**src/rtl/eval_pkg.sv**
```systemverilog
`default_nettype none
// ============================================================================
//  Module      : eval_pkg
//  Description : Shared constants and encodings for the evaluation scheduler:
//                batch/board geometry, evaluation width, scheduler state and
//                per-engine slot state, plus the signed "beats" compare.
//  Ports       : none (package)
//  Revision    : 1.0  initial release
// ============================================================================
package eval_pkg;

  localparam int MAX_BOARDS = 7;
  localparam int SLOT_BITS  = 88;
  localparam int BOARD_BITS = 84;
  localparam int EVAL_WIDTH = 32;
  localparam int BATCH_BITS = MAX_BOARDS * SLOT_BITS;

  typedef enum logic [1:0] {
    S_IDLE   = 2'd0,
    S_RUN    = 2'd1,
    S_FINISH = 2'd2
  } sched_state_t;

  typedef enum logic [1:0] {
    ENG_FREE    = 2'd0,
    ENG_BUSY    = 2'd1,
    ENG_RECYCLE = 2'd2
  } eng_state_t;

  // Strict signed comparison: ties never displace the current best.
  function automatic logic beats(input logic signed [EVAL_WIDTH-1:0] cand,
                                 input logic signed [EVAL_WIDTH-1:0] best,
                                 input logic                         is_max);
    return is_max ? (cand > best) : (cand < best);
  endfunction

endpackage
`default_nettype wire

```
**src/rtl/eval_scheduler_if.sv**
```systemverilog
`default_nettype none
// ============================================================================
//  Module      : eval_scheduler_if
//  Description : Host-side (SPI receive/send) and engine-side signals of the
//                evaluation scheduler.
//  Ports       : batch request  : start, is_max, batch_size, batch
//                batch status   : busy, done, result, result_valid, err
//                engine side    : eng_board, eng_enable, eng_reset (active low),
//                                 eng_stable, eng_eval
//                modport slave  = scheduler, modport master = host + engines
//  Revision    : 1.0  initial release
// ============================================================================
interface eval_scheduler_if
  import eval_pkg::*;
#(
  parameter int NUM_ENGINES = 2
);

  logic                              start;
  logic                              is_max;
  logic [7:0]                        batch_size;
  logic [BATCH_BITS-1:0]             batch;
  logic [NUM_ENGINES*BOARD_BITS-1:0] eng_board;
  logic [NUM_ENGINES-1:0]            eng_enable;
  logic [NUM_ENGINES-1:0]            eng_reset;
  logic [NUM_ENGINES-1:0]            eng_stable;
  logic [NUM_ENGINES*EVAL_WIDTH-1:0] eng_eval;
  logic                              busy;
  logic                              done;
  logic [EVAL_WIDTH-1:0]             result;
  logic                              result_valid;
  logic                              err;

  modport slave (
    input  start, is_max, batch_size, batch, eng_stable, eng_eval,
    output eng_board, eng_enable, eng_reset, busy, done, result,
           result_valid, err
  );

  modport master (
    output start, is_max, batch_size, batch, eng_stable, eng_eval,
    input  eng_board, eng_enable, eng_reset, busy, done, result,
           result_valid, err
  );

endinterface
`default_nettype wire

```
**src/rtl/eval_reducer.sv**
```systemverilog
`default_nettype none
// ============================================================================
//  Module      : eval_reducer
//  Description : Running signed max/min of captured engine evaluations.
//                The first capture after a clear always loads the register.
//  Ports       : clk, reset (sync, active low)
//                i_clear   - forget the running value (new batch)
//                i_capture - i_value is a new evaluation
//                i_is_max  - 1: keep maximum, 0: keep minimum
//                i_value   - signed evaluation
//                o_best    - current best (0 when nothing captured)
//  Revision    : 1.0  initial release
// ============================================================================
module eval_reducer
  import eval_pkg::*;
(
  input  logic                         clk,
  input  logic                         reset,
  input  logic                         i_clear,
  input  logic                         i_capture,
  input  logic                         i_is_max,
  input  logic signed [EVAL_WIDTH-1:0] i_value,
  output logic signed [EVAL_WIDTH-1:0] o_best
);

  logic                         r_have;
  logic signed [EVAL_WIDTH-1:0] r_best;
  logic                         w_take;

  assign w_take = i_capture && (!r_have || beats(i_value, r_best, i_is_max));

  always_ff @(posedge clk) begin
    if (!reset) begin
      r_have <= 1'b0;
      r_best <= '0;
    end else if (i_clear) begin
      r_have <= 1'b0;
      r_best <= '0;
    end else if (w_take) begin
      r_have <= 1'b1;
      r_best <= i_value;
    end
  end

  assign o_best = r_best;

endmodule
`default_nettype wire

```
**src/rtl/eval_scheduler.sv**
```systemverilog
`default_nettype none
// ============================================================================
//  Module      : eval_scheduler
//  Description : Shares NUM_ENGINES board-evaluation engines across a batch of
//                up to MAX_BOARDS boards. Dispatches boards in order to the
//                lowest free engine, captures from the lowest stable busy
//                engine, recycles each engine with a one-cycle reset pulse and
//                reduces the captured evaluations to a signed max or min.
//  Ports       : clk, reset (sync, active low)
//                bus  - eval_scheduler_if.slave (host request/status and
//                       per-engine board/enable/reset/stable/eval)
//  Parameters  : NUM_ENGINES (1..7), TIMEOUT (cycles one engine may run)
//  Revision    : 1.0  initial release
// ============================================================================
module eval_scheduler
  import eval_pkg::*;
#(
  parameter int NUM_ENGINES = 2,
  parameter int TIMEOUT     = 4096
) (
  input  logic            clk,
  input  logic            reset,
  eval_scheduler_if.slave bus
);

  localparam int             IW       = (NUM_ENGINES > 1) ? $clog2(NUM_ENGINES) : 1;
  localparam int             TW       = $clog2(TIMEOUT + 1);
  localparam logic [TW-1:0]  TMO_LAST = TW'(TIMEOUT - 1);

  sched_state_t                      r_state;
  logic                              r_busy;
  logic                              r_done;
  logic [EVAL_WIDTH-1:0]             r_result;
  logic                              r_result_valid;
  logic                              r_err;
  logic [NUM_ENGINES-1:0]            r_eng_enable;
  logic [NUM_ENGINES-1:0]            r_eng_reset;
  logic [NUM_ENGINES*BOARD_BITS-1:0] r_eng_board;
  logic                              r_is_max;
  logic [3:0]                        r_size;
  logic [3:0]                        r_next;
  logic [3:0]                        r_capt;
  logic [BOARD_BITS-1:0]             r_boards [MAX_BOARDS];
  eng_state_t                        r_eng_st [NUM_ENGINES];
  logic [TW-1:0]                     r_tmo    [NUM_ENGINES];

  logic                         w_accept;
  logic                         w_dsp_valid;
  logic [IW-1:0]                w_dsp_idx;
  logic                         w_cap_valid;
  logic [IW-1:0]                w_cap_idx;
  logic                         w_tmo_hit;
  logic                         w_capture;
  logic signed [EVAL_WIDTH-1:0] w_cap_val;
  logic signed [EVAL_WIDTH-1:0] w_best;

  assign w_accept  = (r_state == S_IDLE) && bus.start;
  assign w_capture = (r_state == S_RUN) && w_cap_valid && !w_tmo_hit;
  assign w_cap_val = bus.eng_eval[EVAL_WIDTH*int'(w_cap_idx) +: EVAL_WIDTH];

  // Descending scans so the lowest matching index is the one left standing.
  always_comb begin
    w_dsp_valid = 1'b0;
    w_dsp_idx   = '0;
    w_cap_valid = 1'b0;
    w_cap_idx   = '0;
    w_tmo_hit   = 1'b0;
    for (int e = NUM_ENGINES - 1; e >= 0; e--) begin
      if (r_eng_st[e] == ENG_FREE) begin
        w_dsp_valid = 1'b1;
        w_dsp_idx   = IW'(e);
      end
      if ((r_eng_st[e] == ENG_BUSY) && bus.eng_stable[e]) begin
        w_cap_valid = 1'b1;
        w_cap_idx   = IW'(e);
      end
    end
    w_dsp_valid = w_dsp_valid && (r_next < r_size);
    // An engine that is being captured on this edge delivered in time.
    for (int e = 0; e < NUM_ENGINES; e++) begin
      if ((r_eng_st[e] == ENG_BUSY) && (r_tmo[e] == TMO_LAST) &&
          !(w_cap_valid && (w_cap_idx == IW'(e)))) begin
        w_tmo_hit = 1'b1;
      end
    end
  end

  always_ff @(posedge clk) begin
    if (!reset) begin
      r_state        <= S_IDLE;
      r_busy         <= 1'b0;
      r_done         <= 1'b0;
      r_result       <= '0;
      r_result_valid <= 1'b0;
      r_err          <= 1'b0;
      r_eng_enable   <= '0;
      r_eng_reset    <= '0;
      r_eng_board    <= '0;
      r_is_max       <= 1'b0;
      r_size         <= '0;
      r_next         <= '0;
      r_capt         <= '0;
      for (int e = 0; e < NUM_ENGINES; e++) begin
        r_eng_st[e] <= ENG_FREE;
        r_tmo[e]    <= '0;
      end
    end else begin
      r_done <= 1'b0;
      case (r_state)
        S_IDLE: begin
          r_eng_enable <= '0;
          r_eng_reset  <= '1;
          if (w_accept) begin
            for (int k = 0; k < MAX_BOARDS; k++) begin
              r_boards[k] <= bus.batch[k*SLOT_BITS +: BOARD_BITS];
            end
            for (int e = 0; e < NUM_ENGINES; e++) begin
              r_eng_st[e] <= ENG_FREE;
              r_tmo[e]    <= '0;
            end
            r_is_max       <= bus.is_max;
            r_size         <= bus.batch_size[3:0];
            r_next         <= '0;
            r_capt         <= '0;
            r_result_valid <= 1'b0;
            r_busy         <= 1'b1;
            if (bus.batch_size == 8'd0) begin
              r_err   <= 1'b0;
              r_state <= S_FINISH;
            end else if (bus.batch_size > 8'(MAX_BOARDS)) begin
              r_err   <= 1'b1;
              r_state <= S_FINISH;
            end else begin
              r_err   <= 1'b0;
              r_state <= S_RUN;
            end
          end
        end

        S_RUN: begin
          if (w_tmo_hit) begin
            r_err        <= 1'b1;
            r_eng_enable <= '0;
            r_eng_reset  <= '0;
            r_state      <= S_FINISH;
          end else begin
            for (int e = 0; e < NUM_ENGINES; e++) begin
              if (r_eng_st[e] == ENG_BUSY) begin
                r_tmo[e] <= r_tmo[e] + 1'b1;
              end
              if (r_eng_st[e] == ENG_RECYCLE) begin
                r_eng_reset[e] <= 1'b1;
                r_eng_st[e]    <= ENG_FREE;
              end
            end
            // Dispatch targets a FREE engine, capture a BUSY one, so the two
            // never collide on the same engine.
            if (w_dsp_valid) begin
              r_eng_board[BOARD_BITS*int'(w_dsp_idx) +: BOARD_BITS] <= r_boards[r_next[2:0]];
              r_eng_enable[w_dsp_idx] <= 1'b1;
              r_eng_st[w_dsp_idx]     <= ENG_BUSY;
              r_tmo[w_dsp_idx]        <= '0;
              r_next                  <= r_next + 4'd1;
            end
            if (w_cap_valid) begin
              r_eng_enable[w_cap_idx] <= 1'b0;
              r_eng_reset[w_cap_idx]  <= 1'b0;
              r_eng_st[w_cap_idx]     <= ENG_RECYCLE;
              r_capt                  <= r_capt + 4'd1;
              if ((r_capt + 4'd1) == r_size) begin
                r_state <= S_FINISH;
              end
            end
          end
        end

        S_FINISH: begin
          r_result       <= r_err ? '0 : w_best;
          r_result_valid <= 1'b1;
          r_done         <= 1'b1;
          r_busy         <= 1'b0;
          r_eng_enable   <= '0;
          r_eng_reset    <= '1;
          for (int e = 0; e < NUM_ENGINES; e++) begin
            r_eng_st[e] <= ENG_FREE;
          end
          r_state <= S_IDLE;
        end

        default: r_state <= S_IDLE;
      endcase
    end
  end

  eval_reducer u_reducer (
    .clk       (clk),
    .reset     (reset),
    .i_clear   (w_accept),
    .i_capture (w_capture),
    .i_is_max  (r_is_max),
    .i_value   (w_cap_val),
    .o_best    (w_best)
  );

  assign bus.busy         = r_busy;
  assign bus.done         = r_done;
  assign bus.result       = r_result;
  assign bus.result_valid = r_result_valid;
  assign bus.err          = r_err;
  assign bus.eng_enable   = r_eng_enable;
  assign bus.eng_reset    = r_eng_reset;
  assign bus.eng_board    = r_eng_board;

endmodule
`default_nettype wire
```
**src/flat_wrapper.sv**
```systemverilog
// flat-port wrapper written by rule: the top's interface ports become plain ports
module eval_scheduler_flat import eval_pkg::*;
#(
  parameter int NUM_ENGINES = 2,
  parameter int TIMEOUT     = 4096
)
  (clk, reset, bus_start, bus_is_max, bus_batch_size, bus_batch, bus_eng_stable, bus_eng_eval, bus_eng_board, bus_eng_enable, bus_eng_reset, bus_busy, bus_done, bus_result, bus_result_valid, bus_err);
  eval_scheduler_if #(.NUM_ENGINES(NUM_ENGINES)) bus_i ();
  input  logic clk;
  input  logic reset;
  input wire logic [$bits(bus_i.start)-1:0] bus_start;
  input wire logic [$bits(bus_i.is_max)-1:0] bus_is_max;
  input wire logic [$bits(bus_i.batch_size)-1:0] bus_batch_size;
  input wire logic [$bits(bus_i.batch)-1:0] bus_batch;
  input wire logic [$bits(bus_i.eng_stable)-1:0] bus_eng_stable;
  input wire logic [$bits(bus_i.eng_eval)-1:0] bus_eng_eval;
  output wire logic [$bits(bus_i.eng_board)-1:0] bus_eng_board;
  output wire logic [$bits(bus_i.eng_enable)-1:0] bus_eng_enable;
  output wire logic [$bits(bus_i.eng_reset)-1:0] bus_eng_reset;
  output wire logic [$bits(bus_i.busy)-1:0] bus_busy;
  output wire logic [$bits(bus_i.done)-1:0] bus_done;
  output wire logic [$bits(bus_i.result)-1:0] bus_result;
  output wire logic [$bits(bus_i.result_valid)-1:0] bus_result_valid;
  output wire logic [$bits(bus_i.err)-1:0] bus_err;
  assign bus_i.start = bus_start;
  assign bus_i.is_max = bus_is_max;
  assign bus_i.batch_size = bus_batch_size;
  assign bus_i.batch = bus_batch;
  assign bus_i.eng_stable = bus_eng_stable;
  assign bus_i.eng_eval = bus_eng_eval;
  assign bus_eng_board = bus_i.eng_board;
  assign bus_eng_enable = bus_i.eng_enable;
  assign bus_eng_reset = bus_i.eng_reset;
  assign bus_busy = bus_i.busy;
  assign bus_done = bus_i.done;
  assign bus_result = bus_i.result;
  assign bus_result_valid = bus_i.result_valid;
  assign bus_err = bus_i.err;
  eval_scheduler #(.NUM_ENGINES(NUM_ENGINES), .TIMEOUT(TIMEOUT)) u_core (.clk(clk), .reset(reset), .bus(bus_i));
endmodule
```
**config.mk**
```make
export PLATFORM = sky130hd
export DESIGN_NAME = eval_scheduler_flat
export DESIGN_NICKNAME = d
export VERILOG_FILES = /design/src/rtl/eval_pkg.sv /design/src/rtl/eval_scheduler_if.sv /design/src/rtl/eval_reducer.sv /design/src/rtl/eval_scheduler.sv /design/src/flat_wrapper.sv
export SDC_FILE = /design/constraint.sdc
export NUM_CORES = 1
export LEC_CHECK = 0
export CORE_AREA = 2 2 354 356
export DETAILED_ROUTE_END_ITERATION = 8
export DIE_AREA = 0 0 356 358
export DONT_BUFFER_PORTS = 1
export GPL_TIMING_DRIVEN = 1
export SETUP_SLACK_MARGIN = 0.2
export SYNTH_ARGS = -nofsm -noshare
export SYNTH_HDL_FRONTEND = slang
export SYNTH_HIERARCHICAL = 1
export SYNTH_SLANG_ARGS = --single-unit
export TNS_END_PERCENT = 5
```
**constraint.sdc**
```tcl
create_clock -name clk -period 25.6 [get_ports clk]
set_input_delay 1.28 -clock clk [delete_from_list [all_inputs] [get_ports clk]]
set_output_delay 1.28 -clock clk [all_outputs]
set_load 0.01 [all_outputs]
```
## Yosys cells after proc, flatten, opt, wreduce, memory -nomap -nowiden

Memory sizes are Yosys's and may differ from the RTL's. A register that Yosys moved wholly into a read port is not among the register bits.
Index checks and enable logic that the tools add are counted.

| word-level totals | value |
|---|---|
| bits in read-only memories | 0 |
| memories kept | 3 |
| bits in registers | 256 |
| bits in writable memories | 618 |
| bits in latches | 0 |
| output and inout port bits | 208 |

| operators by class | value |
|---|---|
| equality and inequality tests | 16 |
| magnitude comparators | 8 |
| shifts and indexed selects | 3 |
| mux-type cells | 106 |
| add/subtract/negate cells | 5 |
| reduce and logical (&&, ||, !) cells | 36 |
| $mul | 1 |
| divide/modulo/power cells | 0 |
| bitwise gates (word level) | 17 |

Memories:

| name | depth | bits a word | read ports | clocked after Yosys merged registers in | write ports | RTL line | text |
|---|---|---|---|---|---|---|---|
| u_core.r_boards | 7 | 84 | 1 | 1 | 7 | eval_scheduler.sv:43 | `logic [BOARD_BITS-1:0] r_boards [MAX_BOARDS];` |
| u_core.r_tmo | 2 | 13 | 2 | 0 | 3 | eval_scheduler.sv:45 | `logic [TW-1:0] r_tmo [NUM_ENGINES];` |
| u_core.r_eng_st | 2 | 2 | 2 | 0 | 4 | eval_scheduler.sv:44 | `eng_state_t r_eng_st [NUM_ENGINES];` |

Operator list:

| operator | number |
|---|---|
| $bwmux W168 | 1 |
| $shift A84 B33 Y168 const A | 1 |
| $shiftx A84 B33 Y168 | 1 |
| $shiftx A64 B7 Y32 | 1 |
| $mux W1 | 63 |
| $mux W13 | 4 |
| $mux W2 | 20 |
| $neg A32 Y33 | 1 |
| $gt A32 B32 Y1 | 1 |
| $lt A32 B32 Y1 | 1 |
| $mux W32 | 1 |
| $add A13 B1 Y13 const B | 2 |
| $eq A13 B12 Y1 const B | 2 |
| $mux W4 | 5 |
| $pmux W4 S2 | 2 |
| $logic_and A1 B1 Y1 | 15 |
| $pmux W2 S2 | 3 |
| $or A1 B1 Y1 | 10 |
| $reduce_and A3 Y1 | 3 |
| $add A4 B1 Y4 const B | 2 |
| $gt A8 B3 Y1 const B | 1 |
| $logic_not A8 Y1 | 1 |
| $reduce_and A4 Y1 | 2 |
| $eq A2 B1 Y1 const B | 3 |
| 23 further kinds | 46 |

## Depth between registers and ports, before layout

An unclocked memory read counts as a cell.

| logic depth | value |
|---|---|
| depth in word-level cells | 18 |
| mapped depth | 16 |
| depth with buffers taken out | 13 |

## By module

The synthesis kept the hierarchy.

By module, submodules not included:

| module | area each (sq um) | seq. area each (sq um) | instances | cells an instance |
|---|---|---|---|---|
| eval_scheduler | 32576.2 | 22781.8 | 1 | 2138 |
| eval_reducer | 2213.4 | 660.6 | 1 | 264 |

## Worst setup path after synthesis

Ideal clock, no wire load.

| timing path | value |
|---|---|
| path type | input-to-reg |
| start point | input port reset |
| end point | memory u_core.r_boards[0][0], enable pin |
| required time | 24.041 ns |
| buffers on the path | 3 |
| stages | 5 |
| arrival | 26.434 ns |
| slack | -2.393 ns |
| library setup time | 1.559 ns |
| cell sequence | clkbuf_1 > inv_1 > clkbuf_1 > clkbuf_1 > nor2_1 |

RTL lines:

| element | RTL line | text |
|---|---|---|
| from (decl) | flat_wrapper.sv:10 | `input logic reset;` |
| to (decl) | eval_scheduler.sv:43 |  |

==> flow_summary.json <==
{
  "cts-buffers-inserted": 93,
  "drive_gt1_share_pct": 18.0,
  "slew_headroom_pct": 19.3,
  "rows": 129,
  "slew_violations": 0,
  "rr_worst_depth": 12,
  "drc": 0,
  "antenna_found_initial": 38,
  "period_share_pct": 21.9,
  "max_slew.worst_pin.slew_ns": 1.18,
  "yosys.cell_count.top_type": "edfxtp_1",
  "boundaryPins": 902,
  "drtPass1Iterations": 5,
  "cp.arrival_ns": 6.16,
  "async_flop_share_pct": 0,
  "core_area_mm2": 0.123,
  "clockBufferDepth": 3,
  "synth.avg_cell_area_um2": 14.5,
  "post_cts_resized": 0,
  "clock-root-buffer": "clkbuf_16",
  "layout-area-overhead-vs-synth_pct": 13.5,
  "hold_class": "flip-flop to flip-flop",
  "cts_tree": "done",
  "synth_ff_type": "edfxtp_1",
  "skew_ns": 0.0559,
  "yosysTopAreaCell": "edfxtp_1",
  "grt_pass1_wl_um": 135000,
  "hpwl_um": 69600,
  "reg2reg_from": "u_core/r_eng_st[1][0]",
  "cp_common_cell": "mux2i_1",
  "path_max_fanout": 35,
  "wl_per_cell_um": 23.7,
  "gp_congestion": 0.821,
  "yosysTopAreaCellShare_pct": 50.8,
  "final_nets": 3118,
  "insertion_delay_ns": 0.69,
  "ff2ff_setup_slack_ns": 20.00,
  "ys_ff_latch": 877,
  "setup_tns_ns": 0,
  "finalSetupViolations": 0,
  "whs_endpoint": "u_core/u_reducer/o_best[11]",
  "synth_edf_count": 588,
  "via_count": 19327,
  "clock_sinks": 877,
  "synthCells": 2402,
  "synthTopCellsByCount": "edfxtp_1 (588), nor2_1 (290), dfxtp_1 (289)",
  "hold_violations": 0,
  "maxCapViolCount": 0,
  "whs_path_depth": 2,
  "post_cts_buffers": 0,
  "first_global_vias": 19292,
  "path_class": "flip-flop to flip-flop",
  "syn_area_mm2": 0.0348,
  "htreeDepth": 3,
  "syn-num-nets": 3135,
  "synth_cell_type_count": 67,
  "viasPerCell": 4.69,
  "critPathSlowestCell": "and3b_2",
  "dieHeight_um": 358,
  "max_stage_delay_ns": 0.95,
  "clkTransAtPathRegs_ns": 0.06,
  "postRouteWirelength_um": 97500,
  "overflow": 0,
  "worstPathCellList": "nor2b_1 > nand3_2 > mux2_2 > ha_1 > a21oi_1 > o21ai_0 > a221oi_1 > o211ai_2 > a211oi_1 > mux2i_1 > and3b_2 > mux2i_1",
  "ant_nets": 0,
  "die_area_mm2": 0.127,
  "synth-seq-area-share_pct": 67.4,
  "fmax_mhz": 179,
  "yosysWarnings": 6,
  "ys_top_cells_by_area": "edfxtp_1 (51%), dfxtp_1 (17%), mux2i_1 (5.8%), mux4_2 (5.4%), mux2_2 (3.8%)",
  "fin_worst_hold_slack_ns": 0.474,
  "cp-end-kind": "flip-flop",
  "min_period_ns": 5.60,
  "status": "completed",
  "reg2reg_to": "u_core/u_reducer/o_best[7]",
  "drt_iter0_drc": 1553,
  "power.density_mw_per_mm2": 76.0,
  "die_x_um": 356,
  "crit_required_ns": 26.16,
  "grt_use_total_pct": 14.7,
  "finalPower_mw": 3.00,
  "initial_utilization_pct": 28.2,
  "hp-start": "u_core/u_reducer/o_best[11]",
  "grt_setup_unrepaired": "false",
  "portBuffers": 0,
  "ir_drop_mv": 0.0661,
  "grt_max_degree": 157,
  "p_leak_nw": 12.5,
  "start_kind": "flip-flop",
  "ctsHoldBuffers": 0
}
placed cells by master (no fill, tap or decap), drive strengths merged, types with 3 or more instances in the layout:
cell	Yosys	layout
a211oi	6	6
a21o	4	4
a21oi	40	40
a22o	33	33
and2	3	3
and3	10	10
and4	4	4
buf	50	24
bufinv	0	6
clkbuf	86	135
clkinv	0	25
clkinvlp	0	3
dfxtp	289	289
diode	0	16
edfxtp	588	588
ha	39	39
inv	47	52
mux2	117	117
mux2i	203	203
mux4	84	84
nand2	194	194
nand3	21	21
nand3b	4	4
nand4	19	19
nor2	290	290
nor2b	4	4
nor3	89	89
nor3b	3	3
o211ai	6	6
o21a	5	5
o21ai	96	96
o31ai	7	7
or3	5	5
or4	8	8
xnor2	6	6
xor2	14	14
kinds of logic (layout without fill, tap and decap cells):
kind of cell	Yosys count	after routing	share of synthesized area (%)
flops	877	877	67.4
simple gates	666	666	9.22
mux	404	404	15.1
compound gates	213	213	3.89
buf+inv	183	245	2.53
fa+ha+maj	39	39	1.40
xor+xnor	20	20	0.504
other cells	0	16	0
metal layers:
layer / up-vias / routed length, um / track usage, %
met3: 178 / 8390 / 5.71
met1: 9464 / 37400 / 16.9
met4: 18 / 3110 / 5.62
met5: - / 127 / 0
li1: 8883 / - / -
met2: 784 / 48500 / 24.5
worst max-delay path: cells and delay by family (launching register included):
kind | cells | cell delay [ns]
AO/OA/AOI/OAI | 5 | 1.21
flip-flops | 1 | 0.43
adder cells (fa/ha/maj) | 1 | 0.32
multiplexers | 3 | 1.11
AND/OR/NAND/NOR | 3 | 2.34
worst max path at each step:
| stage | startpoint | to | cells past startpoint |
|---|---|---|---|
| after floorplan | reset | u_core/r_boards[0][0] | 5 |
| after global placement | bus_start | u_core/r_boards[0][29] | 6 |
| after detailed placement | bus_start | u_core/r_boards[2][26] | 6 |
| after CTS | u_core/r_eng_st[1][0] | u_core/u_reducer/o_best[7] | 12 |
| after global routing | u_core/r_eng_st[1][0] | u_core/u_reducer/o_best[7] | 12 |
| final | u_core/r_eng_st[1][0] | u_core/u_reducer/o_best[7] | 12 |
per-stage QoR:
stage               setup slack (ns)  instance area (um2)  std cells  util (%)
global placement               19.71                36400       3927      29.5
CTS                            19.91                39400       4101      32.0
finish                         20.00                39500       4117      32.0
floorplan                       7.68                34800       2402         -
detailed placement             19.64                36400       3927      29.5
global route                   19.51                39500       4114      32.0
final cells by class:
cell class	instances	area, um2
flip-flops and latches	877	23500
well taps	1637	2050
inverters	47	184
clock buffers	135	2610
fillers	12144	83800
clock inverters	39	430
multi-input cells	1342	10500
repair buffers	24	205
diodes	16	40.0
registers in the layout, indices dropped and copies added, names as in the netlist, named ones only:
register and flops:
u_core/bus.result_valid 1, u_core/r_boards 588, u_core/r_eng_st 4, u_core/bus.err 1, u_core/r_next 4, u_core/r_is_max 1, u_core/u_reducer/o_best 32, u_core/r_tmo 26
u_core/r_state 2, u_core/bus.done 1, u_core/bus.eng_board 168, u_core/u_reducer/r_have 1, u_core/bus.eng_enable 2, u_core/r_size 4, u_core/bus.busy 1, u_core/bus.eng_reset 2
u_core/r_capt 4, u_core/bus.result 32
power breakdown:
group	internal [mW]	total, mW	switching (mW)
logic	0.0256	0.0822	0.0565
registers	1.56	1.58	0.0150
clock network	0.773	1.34	0.569
total	2.36	3.00	0.640
Note: power is estimated with default switching activity, not from simulation.
